[config.mk]
export PLATFORM = sky130hd
export DESIGN_NAME = ldtu_sample_packer
export DESIGN_NICKNAME = d
export VERILOG_FILES = /design/src/rtl/ldtu_pkg.sv /design/src/rtl/ldtu_word_fifo.sv /design/src/rtl/ldtu_sample_packer.sv
export SDC_FILE = /design/constraint.sdc
export NUM_CORES = 1
export LEC_CHECK = 0
export BUFFER_PORTS_ARGS = -buffer_cell sky130_fd_sc_hd__buf_2
export CORE_UTILIZATION = 45
export DETAILED_ROUTE_END_ITERATION = 8
export PLACE_DENSITY = 0.75
export REMOVE_ABC_BUFFERS = 1
export SETUP_SLACK_MARGIN = 0.2
export SKIP_LAST_GASP = 1
export SYNTH_ARGS = -nofsm -noshare
export SYNTH_HDL_FRONTEND = slang
export SYNTH_HIERARCHICAL = 1
export SYNTH_SLANG_ARGS = --single-unit
export TNS_END_PERCENT = 20
[constraint.sdc]
create_clock -name CLK_ -period 5.4 [get_ports CLK_]
set_input_delay 0.81 -clock CLK_ [delete_from_list [all_inputs] [get_ports CLK_]]
set_output_delay 0.81 -clock CLK_ [all_outputs]
set_load 0.05 [all_outputs]
[src/rtl/ldtu_pkg.sv]
// Shared constants for the LiTe-DTU sample packer: word headers and packer state encoding.
package ldtu_pkg;

  localparam logic [1:0] HDR_BASE  = 2'b01;
  localparam logic [5:0] HDR_SIG   = 6'b001010;
  localparam logic [3:0] HDR_PBASE = 4'b1100;
  localparam logic [5:0] HDR_PSIG  = 6'b001011;
  localparam logic [3:0] HDR_FRAME = 4'b1110;

  typedef enum logic [1:0] {
    ST_EMPTY = 2'd0,
    ST_BASE  = 2'd1,
    ST_SIG   = 2'd2
  } pk_state_e;

endpackage

[src/rtl/ldtu_word_fifo.sv]
// Show-ahead 32-bit word FIFO; a second write port exists when LDTU_PACKER_FRAME_EN is defined.
module ldtu_word_fifo #(
  parameter int Depth = 4
) (
  input  logic                    i_clk,
  input  logic                    i_rst,
  input  logic                    i_push0,
  input  logic [31:0]             i_data0,
`ifdef LDTU_PACKER_FRAME_EN
  input  logic                    i_push1,
  input  logic [31:0]             i_data1,
  output logic                    o_acc0,
`endif
  input  logic                    i_pop,
  output logic [31:0]             o_data,
  output logic                    o_valid,
  output logic [$clog2(Depth):0]  o_level,
  output logic                    o_overflow
);
  localparam int AW = $clog2(Depth);

  logic [Depth-1:0][31:0] r_mem;
  logic [AW-1:0]          r_wr, r_rd;
  logic [AW:0]            r_level;
  logic                   r_ovf;
  logic                   w_pop, w_ok0, w_ok1, w_drop;
  logic [AW+1:0]          w_free;

  // A same-cycle pop frees a slot for the incoming write(s).
  assign w_pop  = i_pop && (r_level != '0);
  assign w_free = (AW+2)'(Depth) - (AW+2)'(r_level) + (AW+2)'(w_pop);
  assign w_ok0  = i_push0 && (w_free >= (AW+2)'(1));
`ifdef LDTU_PACKER_FRAME_EN
  assign w_ok1  = i_push1 && (w_free >= (AW+2)'(2));
  assign w_drop = (i_push0 && !w_ok0) || (i_push1 && !w_ok1);
  assign o_acc0 = w_ok0;
`else
  assign w_ok1  = 1'b0;
  assign w_drop = i_push0 && !w_ok0;
`endif

  always_ff @(posedge i_clk) begin
    if (i_rst) begin
      r_wr    <= '0;
      r_rd    <= '0;
      r_level <= '0;
      r_ovf   <= 1'b0;
    end else begin
      if (w_ok0) r_mem[r_wr] <= i_data0;
`ifdef LDTU_PACKER_FRAME_EN
      if (w_ok1) r_mem[r_wr + AW'(1)] <= i_data1;
`endif
      r_wr    <= r_wr + AW'(w_ok0) + AW'(w_ok1);
      r_rd    <= r_rd + AW'(w_pop);
      r_level <= r_level + (AW+1)'(w_ok0) + (AW+1)'(w_ok1) - (AW+1)'(w_pop);
      if (w_drop) r_ovf <= 1'b1;
    end
  end

  // Storage is not cleared on reset, so gate the head word while empty.
  assign o_data     = (r_level != '0) ? r_mem[r_rd] : 32'h0;
  assign o_valid    = (r_level != '0);
  assign o_level    = r_level;
  assign o_overflow = r_ovf;

endmodule

[src/rtl/ldtu_sample_packer.sv]
// Packs baseline (6b) and signal (13b) samples into 32-bit words for the serializer.
// Optional frame words are enabled by defining LDTU_PACKER_FRAME_EN.
module ldtu_sample_packer
  import ldtu_pkg::*;
#(
  parameter int FifoDepth = 4,
  parameter int FrameLen  = 64
) (
  input  logic                        CLK_,
  input  logic                        reset_,
  input  logic                        sample_valid,
  input  logic [12:0]                 DATA_in,
  input  logic                        baseline_flag,
  input  logic                        word_ready,
  output logic [31:0]                 word_out,
  output logic                        word_valid,
  output logic [$clog2(FifoDepth):0]  fifo_level,
  output logic                        overflow
);
  pk_state_e        r_state;
  logic [2:0]       r_cnt;
  logic [3:0][5:0]  r_base;
  logic [12:0]      r_sig;
  logic [3:0][5:0]  w_slots;
  logic             w_push;
  logic [31:0]      w_word;

  if (FifoDepth < 4 || (FifoDepth & (FifoDepth - 1)) != 0 || FrameLen < 1) begin : g_bad_param
  end

  always_comb begin
    w_slots = '0;
    for (int i = 0; i < 4; i++)
      if (i < int'(r_cnt)) w_slots[i] = r_base[i];
  end

  always_comb begin
    w_push = 1'b0;
    w_word = 32'h0;
    if (sample_valid) begin
      case (r_state)
        ST_BASE: begin
          if (baseline_flag && r_cnt == 3'd4) begin
            w_push = 1'b1;
            w_word = {HDR_BASE, DATA_in[5:0], r_base[3], r_base[2], r_base[1], r_base[0]};
          end else if (!baseline_flag) begin
            w_push = 1'b1;
            w_word = {HDR_PBASE, r_cnt, 1'b0, w_slots};
          end
        end
        ST_SIG: begin
          w_push = 1'b1;
          w_word = baseline_flag ? {HDR_PSIG, 13'b0, r_sig} : {HDR_SIG, DATA_in, r_sig};
        end
        default: ;
      endcase
    end
  end

  always_ff @(posedge CLK_) begin
    if (reset_) begin
      r_state <= ST_EMPTY;
      r_cnt   <= '0;
      r_base  <= '0;
      r_sig   <= '0;
    end else if (sample_valid) begin
      if (baseline_flag) begin
        if (r_state == ST_BASE && r_cnt == 3'd4) begin
          r_state <= ST_EMPTY;
          r_cnt   <= '0;
        end else if (r_state == ST_BASE) begin
          r_base[r_cnt[1:0]] <= DATA_in[5:0];
          r_cnt              <= r_cnt + 3'd1;
        end else begin
          r_state   <= ST_BASE;
          r_base[0] <= DATA_in[5:0];
          r_cnt     <= 3'd1;
        end
      end else begin
        r_cnt   <= '0;
        r_state <= (r_state == ST_SIG) ? ST_EMPTY : ST_SIG;
        r_sig   <= DATA_in;
      end
    end
  end

`ifdef LDTU_PACKER_FRAME_EN
  localparam int FCW = $clog2(FrameLen) + 1;
  logic [FCW-1:0] r_dcnt;
  logic [7:0]     r_fcnt;
  logic           w_acc0, w_push1;
  logic [31:0]    w_word1;

  // Only data words that actually entered the FIFO count toward a frame.
  assign w_push1 = w_acc0 && (r_dcnt == FCW'(FrameLen - 1));
  assign w_word1 = {HDR_FRAME, 20'b0, r_fcnt};

  always_ff @(posedge CLK_) begin
    if (reset_) begin
      r_dcnt <= '0;
      r_fcnt <= '0;
    end else if (w_push1) begin
      r_dcnt <= '0;
      r_fcnt <= r_fcnt + 8'd1;
    end else if (w_acc0) begin
      r_dcnt <= r_dcnt + FCW'(1);
    end
  end
`endif

  ldtu_word_fifo #(.Depth(FifoDepth)) u_fifo (
    .i_clk      (CLK_),
    .i_rst      (reset_),
    .i_push0    (w_push),
    .i_data0    (w_word),
`ifdef LDTU_PACKER_FRAME_EN
    .i_push1    (w_push1),
    .i_data1    (w_word1),
    .o_acc0     (w_acc0),
`endif
    .i_pop      (word_ready),
    .o_data     (word_out),
    .o_valid    (word_valid),
    .o_level    (fifo_level),
    .o_overflow (overflow)
  );

endmodule
==> flow_summary.toml, run 1 <==
[die]
die-area_mm2 = 0.0178
die_w_um = 133
row_count = 47
die_y_um = 133
core_area_mm2 = 0.0167
ios = 55
start_util_pct = 46.4

[worst_hold_path]
hold_class = "flip-flop to flip-flop"
whs_endpoint = "r_sig[0]"
hold_path_depth = 2
min_from = "r_sig[0]"

[clock_tree]
cts_resized = 0
cts-buffers-inserted = 17
clockBufferDepth = 2
cts_tree = "done"
cts_hold_buf = 0
cts_setup_buffers = 0
cts_root_buf = "clkbuf_16"
clock-sinks = 178
clock_latency_ns = 0.42
clk_pin_slew_worst_paths_ns = 0.06
htree_levels = 4

[route]
drtIter0Drc = 323
wire_per_inst_um = 19.7
antenna_left = 0
dr.pass1.iters = 5
drcViolationCount = 0
routed_wl_um = 16200
vias = 4580
vias_per_cell = 5.57

[sta]
worst_slew_pin_slew_ns = 1.30
rsz0062_at_grt = "no"
fin_crit_ns = 3.76
drv_slew = 0
hold_viol = 0
fmax_mhz = 266
timing.hold.ws_ns = 0.456
setup_slack_ns = 1.65
setup_viol = 0
timing.slew.headroom_pct = 13.0
min_period_over_period_pct = 69.5
skew_ns = 0.00776

[placement]
finalWeightedCongestion = 0.845
preCtsSetupSlack_ns = 1.60
io_buffer_count = 54
dp_cells = 790
dpl.hpwl_um = 10500

[grt]
grt_pass1_vias = 4660
grt_pass1_wl_um = 25200
grt_usage_pct = 19.1
grt_antenna_before_repair = 0
overflow = 0
grt_max_degree = 61

[finish]
fin_nets = 621
postLayoutCoreUtil_pct = 52.5
multi_input_area_mm2 = 0.00265
ff_latch_area_mm2 = 0.00485
area.growth.synth_to_final_pct = 13.2
drive_above_1_share_pct = 21.8
diodes = 0
finalNonFillerCells = 822
fill_cells = 1384

[pwr]
power_density_mw_per_mm2 = 454
power_leakage_uw = 0.00317
ir_worst_vdd_v = 0.000236

[setup_path]
cp.required_ns = 5.51
path_class = "flip-flop to flip-flop"
ff2ff_setup_slack_ns = 1.65
regToRegStartpoint = "u_fifo/o_level[2]"
r2r_cells = 9
startpoint_type = "flip-flop"
cp_max_fo = 34
cp-end-kind = "flip-flop"
r2r-end = "u_fifo/r_mem[60]"
arrival_ns = 3.87

[yosys]
syn_inst = 547
yosys-top-cells-area = "edfxtp_1 50%, dfxtp_1 13%, mux4_2 8.7%"
syn_area_mm2 = 0.00775
synth_top_cell_area_share_pct = 49.6
synth_largest_area_cell = "edfxtp_1"
yosysMostFrequentCell = "edfxtp_1"
synth_seq_cells = 178
async_reset_ff_share_pct = 0
ys_warn_count = 6
synth_common_cells = "128 x edfxtp_1, 50 x dfxtp_1, 39 x nand2_1, 39 x nand2b_1, 36 x and2_1"
ys.flop_type = "edfxtp_1"
syn_area_per_cell_um2 = 14.2
synth_edf_count = 128
ys_seq_area_share_pct = 62.5
synth.distinct_cells = 49

[flow_run]
cap_violations = 0

[outcome]
status = "complete, no violations"
-- stage by stage --
stage / power [uW] / cell area, um2 / setup TNS, ns
2_1_floorplan: 2450 / 7520 / -72.42
3_3_place_gp: 2730 / 8150 / 0
3_5_place_dp: 2750 / 8150 / 0
4_1_cts: 4010 / 8770 / 0
5_1_grt: 4130 / 8770 / 0
6_report: 3980 / 8770 / 0
-- report_power, final --
| group | internal, uW | leakage [uW] | switching (uW) | total, uW |
|---|---|---|---|---|
| Combinational | 368 | 0.00121 | 806 | 1170 |
| Sequential | 1480 | 0.00166 | 58.2 | 1530 |
| Clock | 791 | 0.000298 | 482 | 1270 |
| Total | 2630 | 0.00317 | 1350 | 3980 |
-- critical path: stages (launching register included) --
cell	delay, ns
dfxtp_1	0.34
or3_1	0.85
nand2_1	0.29
ha_1	0.20
inv_1	0.06
ha_1	0.19
and4b_1	0.22
o21ba_2	0.25
nor4b_2	0.67
buf_4	0.36
-- flip-flops by register name, summed over array words and instances (netlist names) --
| register | cells |
|---|---|
| u_fifo/r_mem | 128 |
| u_fifo/o_overflow | 1 |
| r_base | 24 |
| r_cnt | 3 |
| r_state | 2 |
| u_fifo/r_rd | 2 |
| r_sig | 13 |
| u_fifo/o_level | 3 |
| u_fifo/r_wr | 2 |
-- how the worst max path moves through the flow --
stage | slack (ns) | from | end
after floorplan | -0.86 | u_fifo/o_level[1] | u_fifo/r_mem[32]
after global placement | 1.75 | u_fifo/o_level[2] | u_fifo/r_mem[54]
after detailed placement | 1.60 | u_fifo/o_level[2] | u_fifo/r_mem[51]
after CTS | 1.56 | u_fifo/o_level[2] | u_fifo/r_mem[55]
after global routing | 1.35 | u_fifo/o_level[2] | u_fifo/r_mem[37]
final | 1.65 | u_fifo/o_level[2] | u_fifo/r_mem[60]
-- cell type report --
type / count / area share [%]
Timing Repair Buffer: 63 / 3.85
Sequential cell: 178 / 55.2
Clock inverter: 12 / 1.84
Multi-Input combinational cell: 318 / 30.3
Tap cell: 220 / 3.14
Inverter: 11 / 0.471
Clock buffer: 20 / 5.21
-- cells in the final DEF, fill, tap and decap left out, drive strengths merged, types with 12 or more instances in the layout --
master  count
a21oi      25
a32oi      12
and2       36
buf        63
clkbuf     20
dfxtp      50
edfxtp    128
ha         13
mux2i      24
mux4       32
nand2      39
nand2b     39
nand3      15
nor2       18
-- cell families after synthesis --
group,count (synthesis),share of synthesized area (%)
AO/OA/AOI/OAI,67,5.94
XOR/XNOR,3,0.339
adder cells (fa/ha/maj),14,2.36
buffers and inverters,51,3.58
flip-flops,178,62.5
multiplexers,56,12.5
AND/OR/NAND/NOR,178,12.8
-- layer usage --
| layer | vias to the layer above | GRT usage, % | part of all wire [%] |
|---|---|---|---|
| li1 | 2115 | - | - |
| met1 | 2278 | 24.3 | 43 |
| met2 | 159 | 31.0 | 49 |
| met3 | 28 | 4.03 | 5.6 |
| met4 | 0 | 9.41 | 2.5 |
| met5 | - | 0 | 0 |
No activity file was read; power rests on OpenSTA's default activity.
==> inputs of run 2 (changes only) <==
--- a/config.mk
+++ b/config.mk
@@ -8,7 +8,7 @@
 export BUFFER_PORTS_ARGS = -buffer_cell sky130_fd_sc_hd__buf_2
 export CORE_UTILIZATION = 45
 export DETAILED_ROUTE_END_ITERATION = 8
-export PLACE_DENSITY = 0.75
+export PLACE_DENSITY = 0.72
 export REMOVE_ABC_BUFFERS = 1
 export SETUP_SLACK_MARGIN = 0.2
 export SKIP_LAST_GASP = 1
==> constraint.sdc (replaced) <==
create_clock -name CLK_ -period 3.8 [get_ports CLK_]
set_input_delay 0.57 -clock CLK_ [delete_from_list [all_inputs] [get_ports CLK_]]
set_output_delay 0.57 -clock CLK_ [all_outputs]
set_load 0.05 [all_outputs]
==> run 2 against run 1 <==
Compared with the run above:
- first-iteration DRC count rose by 17%
- global-route usage shrank 0.25 points
- sequential cell count unchanged
- combinational power increased by 44%
- critical path type unchanged
- critical path depth increased by 6
- setup slack got worse by 0.79 ns
- clock power up 26%
- power grew 37%
- via count is 0.74% higher
- critical endpoint is now u_fifo/o_level[2]
==> flow_summary.toml, run 2 (synthesis gave the netlist of run 1 again) <==
[clock_tree]
clock-sinks = 178
cts_tree = "done"
cts_setup_buffers = 0
cts-buffers-inserted = 17
clk_pin_slew_worst_paths_ns = 0.06
cts_root_buf = "clkbuf_16"
clock_latency_ns = 0.42
htree_levels = 4
cts_hold_buf = 0
clockBufferDepth = 2
cts_resized = 0

[setup_path]
r2r_cells = 15
r2r-end = "u_fifo/o_level[2]"
startpoint_type = "flip-flop"
crit_path_cell_trace = "or3_1 > nand2_1 > ha_1 > inv_1 > ha_1 > and4b_1 > o21bai_1 > nand2_1 > ha_1 > inv_1 > ha_1 > inv_1 > fa_1 > xor2_1 > nor2_1"
cp-end-kind = "flip-flop"
regToRegStartpoint = "u_fifo/o_level[2]"
slowest_delay_ns = 0.40
ff2ff_setup_slack_ns = 0.85
path_delay_family = "adder cells"
path_buf_inv = 3
path_class = "flip-flop to flip-flop"
cp_max_fo = 5
arrival_ns = 3.22
worst_path_most_repeated_cell = "ha_1"
cp.required_ns = 4.08
slowest_stage = "or3_1"

[sta]
fin_crit_ns = 2.95
skew_ns = 0.00693
tns_ns = 0
rsz0062_at_grt = "no"
worst_slew_pin_slew_ns = 0.936
timing.slew.headroom_pct = 37.6
fmax_mhz = 339
setup_viol = 0
min_period_over_period_pct = 77.6
hold_viol = 0
drv_slew = 0

[pwr]
power_density_mw_per_mm2 = 623
ir_worst_vdd_v = 0.000332
p_int_uw = 3570
p_sw_uw = 1890
total_power_uw = 5450
p_comb_share_pct = 30.9
power_switching_share_pct = 34.6
power_leakage_uw = 0.00317
p_seq_share_pct = 39.8
power_frac_clock_pct = 29.3

[die]
die_y_um = 133
start_util_pct = 46.4
die_w_um = 133
row_count = 47
ios = 55
die-area_mm2 = 0.0178
core_area_mm2 = 0.0167

[route]
vias = 4614
routed_wl_um = 15900
dr.pass1.iters = 4
drcViolationCount = 0
wire_per_inst_um = 19.2
antenna_left = 0
vias_per_cell = 5.57
drtIter0Drc = 379

[finish]
most-common-layout-cells = "128 x edfxtp_1, 54 x buf_2, 49 x dfxtp_1, 39 x nand2_1, 39 x nand2b_1"
area.growth.synth_to_final_pct = 13.0
largest_reg_flops = 128
finalNonFillerCells = 829
layout_commonest_cell = "edfxtp_1"
diodes = 0
top_regs = "u_fifo/r_mem (128), r_base (24), r_sig (13)"
drive_above_1_share_pct = 22.0
fin_nets = 628
top_register = "u_fifo/r_mem"
fill_cells = 1418
ff_latch_area_mm2 = 0.00485
multi_input_area_mm2 = 0.00265

[grt]
grt_usage_pct = 18.8
grt_max_degree = 61
grt_pass1_vias = 4693
overflow = 0
grt_pass1_wl_um = 25100
grt_antenna_before_repair = 0

[worst_hold_path]
min_from = "DATA_in[10]"
hold_class = "input port to flip-flop"
hold_path_depth = 3
whs_endpoint = "r_sig[10]"

[outcome]
status = "complete, no violations"

[placement]
dpl.hpwl_um = 10400
finalWeightedCongestion = 0.802
dp_cells = 797
io_buffer_count = 54

[flow_run]
cap_violations = 0
run 2: worst max path at each step:
stage | startpoint | endpoint | slack, ns | cells after the start
after floorplan | u_fifo/o_level[1] | u_fifo/r_mem[32] | -2.46 | 8
after global placement | u_fifo/o_level[2] | u_fifo/o_level[2] | 1.00 | 15
after detailed placement | u_fifo/o_level[2] | u_fifo/o_level[2] | 0.86 | 15
after CTS | u_fifo/r_rd[0] | word_out[0] | 0.82 | 4
after global routing | u_fifo/o_level[2] | u_fifo/o_level[2] | 0.65 | 15
final | u_fifo/o_level[2] | u_fifo/o_level[2] | 0.85 | 15
run 2: worst register-to-register path, cell delays in order (launching register included):
cell,delay (ns)
dfxtp_1,0.35
or3_1,0.40
nand2_1,0.11
ha_1,0.18
inv_1,0.05
ha_1,0.19
and4b_1,0.22
o21bai_1,0.18
nand2_1,0.09
ha_1,0.27
inv_1,0.06
ha_1,0.12
inv_1,0.04
fa_1,0.36
xor2_1,0.14
nor2_1,0.05
run 2: stage by stage:
step	area [um2]	setup slack [ns]	hold WS [ns]	util, %
after global placement	8220	1.00	0.446	49.2
after CTS	8760	0.816	0.397	52.4
final	8760	0.851	0.410	52.4
after floorplan	7520	-2.46	0.430	-
after global routing	8760	0.649	0.409	52.4
after detailed placement	8220	0.859	0.451	49.2
run 2: metal layers:
layer  vias to the layer above  GRT usage, %  share of wire, %
met2                       120          31.8                51
met3                        30          3.69               4.8
met1                      2321          23.6                42
met4                         0          8.08               2.0
li1                       2143             -                 -
met5                         -             0                 0
run 2: area by class of cell:
class                   count  area share, %
flip-flops and latches    178           55.3
multi-input cells         318           30.3
clock buffers              27           5.87
repair buffers             70           4.60
well taps                 220           3.14
inverters                  11          0.471
clock inverters             5          0.300
run 2: power by group through the flow:
stage | clock (uW) | combinational, uW | sequential (uW)
2_1_floorplan | 0 | 1180 | 2290
3_3_place_gp | 0 | 1680 | 2210
3_5_place_dp | 0 | 1710 | 2220
4_1_cts | 1620 | 1720 | 2170
5_1_grt | 1700 | 1810 | 2180
6_report | 1600 | 1690 | 2170
==> inputs of run 3 (changes only) <==
--- a/config.mk
+++ b/config.mk
@@ -8,7 +8,7 @@
 export BUFFER_PORTS_ARGS = -buffer_cell sky130_fd_sc_hd__buf_2
 export CORE_UTILIZATION = 45
 export DETAILED_ROUTE_END_ITERATION = 8
-export PLACE_DENSITY = 0.72
+export PLACE_DENSITY = 0.75
 export REMOVE_ABC_BUFFERS = 1
 export SETUP_SLACK_MARGIN = 0.2
 export SKIP_LAST_GASP = 1
==> constraint.sdc (replaced) <==
create_clock -name CLK_ -period 2.6 [get_ports CLK_]
set_input_delay 0.39 -clock CLK_ [delete_from_list [all_inputs] [get_ports CLK_]]
set_output_delay 0.39 -clock CLK_ [all_outputs]
set_load 0.05 [all_outputs]
==> run 3 against run 2 <==
Compared with the run above:
- the run now ends with setup timing left
- first-iteration DRC count shrank 13%
- clock power increased by 69%
- worst hold slack lost 0.19 ns
- core utilization is 4.0 points higher
- highest routed layer unchanged
- largest power group is now combinational logic
- clock-buffer cell count shrank 4
- clock skew increased by 0.011 ns
- power is 64% higher
- critical path depth decreased by 3
- cell area increased by 7.6%
- die area is the same
- register-to-register slack lost 1.1 ns
- setup slack worse by 1.1 ns
==> flow_summary.toml, run 3 (synthesis gave the netlist of run 1 again) <==
[outcome]
status = "complete, but fails checks"
violations = "setup timing"

[finish]
most-common-layout-cells = "128 x edfxtp_1, 54 x buf_2, 46 x dfxtp_1, 38 x nand2b_1"
drive_above_1_share_pct = 30.5
area.growth.synth_to_final_pct = 21.5
layout_commonest_cell = "edfxtp_1"
fin_nets = 669
finalNonFillerCells = 870
ff_latch_area_mm2 = 0.00485
multi_input_area_mm2 = 0.00277
diodes = 0
largest_reg_flops = 128
fill_cells = 1315
top_regs = "u_fifo/r_mem (128), r_base (24), r_sig (13)"
top_register = "u_fifo/r_mem"

[setup_path]
r2r_cells = 12
path_delay_family = "simple AND/OR/NAND/NOR gates"
cp-end-kind = "flip-flop"
startpoint_type = "flip-flop"
path_buf_inv = 5
slowest_delay_ns = 0.40
cp.required_ns = 2.74
path_class = "flip-flop to flip-flop"
cp_max_fo = 5
crit_path_cell_trace = "or3_4 > nand2_4 > ha_4 > inv_2 > ha_4 > and4b_2 > buf_4 > o21ba_4 > nor4b_4 > buf_6 > buf_4 > buf_6"
arrival_ns = 2.97
ff2ff_setup_slack_ns = -0.23
crit_cells = 12
slowest_stage = "or3_4"

[clock_tree]
cts-buffers-inserted = 17
cts_root_buf = "clkbuf_16"
clock_latency_ns = 0.43
cts_tree = "done"
clk_pin_slew_worst_paths_ns = 0.06
clockBufferDepth = 2
htree_levels = 4
clock-sinks = 178

[grt]
grt_antenna_before_repair = 0
overflow = 0
grt_pass1_vias = 5114
use_met2_pct = 34.6
grt_busiest_layer = "met2"
grt_usage_pct = 20.6
met3_usage_pct = 4.15
grt_pass1_wl_um = 27300
grt_max_degree = 60
met1_usage_pct = 26.0

[sta]
skew_ns = 0.0175
fin_crit_ns = 2.83
timing.hold.ws_ns = 0.223
fmax_mhz = 353
tns_ns = -13.79
worst_slew_pin_slew_ns = 0.687
hold_viol = 0
timing.slew.headroom_pct = 53.9
setup_viol = 126
rsz0062_at_grt = "yes"
min_period_over_period_pct = 109
setup_slack_ns = -0.231
drv_slew = 0

[pwr]
power_frac_clock_pct = 30.3
power_leakage_uw = 0.00346
power_switching_share_pct = 33.8
p_sw_uw = 3020
total_power_uw = 8940
p_int_uw = 5910
power_density_mw_per_mm2 = 948
ir_worst_vdd_v = 0.000495
p_comb_share_pct = 35.0
p_seq_share_pct = 34.7

[die]
row_count = 47
die_w_um = 133
core_area_mm2 = 0.0167
die_y_um = 133
die-area_mm2 = 0.0178
start_util_pct = 46.4
ios = 55

[route]
vias = 4962
antenna_left = 0
wire_per_inst_um = 20.7
drcViolationCount = 0
drtIter0Drc = 330
routed_wl_um = 18100
dr.pass1.iters = 5
vias_per_cell = 5.70

[placement]
dp_cells = 815
dpl.hpwl_um = 11100
io_buffer_count = 54
finalWeightedCongestion = 0.836

[worst_hold_path]
hold_path_depth = 3
hold_class = "input port to flip-flop"

[flow_run]
cap_violations = 0
[run 3: changes by cell type in the layout (fill, tap and decap cells not counted), sizes merged]
cell      previous run  this run
clkinv               4         2
bufinv               0         4
clkinvlp             0         2
buf                 70       109
clkbuf              27        25
[run 3: what timing repair did]
action                                  CTS  global route
hold endpoints to repair                  0             0
setup buffers                            14             3
gates resized for setup                  21            38
pin swaps                                 8            12
endpoints found under the setup margin  138           189
gates cloned                              4             2
hold buffers                              0             0
[run 3: power groups by stage]
stage          registers (uW)  logic [uW]  clock network, uW
2_1_floorplan            3350        1730                  0
3_3_place_gp             3150        2640                  0
3_5_place_dp             3150        2690                  0
4_1_cts                  3100        2930               2740
5_1_grt                  3100        3290               2860
6_report                 3100        3130               2710
[run 3: layout make-up]
class	instances	area share [%]
clock buffer	23	5.07
multi-input combinational	318	29.4
timing repair buffer	111	8.98
sequential	178	51.5
tap	220	2.92
inverter	11	0.491
clock inverter	9	1.63
[run 3: per-layer routing]
layer | wire [um] | vias to the layer above
met4 | 469 | 0
met1 | 7470 | 2512
met5 | 0 | -
met2 | 9130 | 197
met3 | 977 | 35
li1 | - | 2218
[run 3: final timing paths]
path,from,end
worst max register to register,u_fifo/o_level[1],u_fifo/r_mem[60]
worst min register to register,r_sig[8],r_sig[8]
worst max-delay path,u_fifo/o_level[1],u_fifo/r_mem[60]
worst min-delay path,DATA_in[8],r_sig[8]
[run 3: per-stage QoR]
| step | cell area (um2) | util, % | setup WS (ns) |
|---|---|---|---|
| 6_report | 9420 | 56.4 | -0.231 |
| 5_1_grt | 9420 | 56.4 | -0.298 |
| 4_1_cts | 9230 | 55.2 | -0.204 |
| 3_5_place_dp | 8350 | 50.0 | -0.264 |
| 3_3_place_gp | 8350 | 50.0 | -0.128 |
| 2_1_floorplan | 7520 | - | -3.66 |
[run 3: tightest hold or removal path, cell delays in order]
cell	delay (ns)
buf_2	0.11
nand2_1	0.05
a21oi_1	0.05
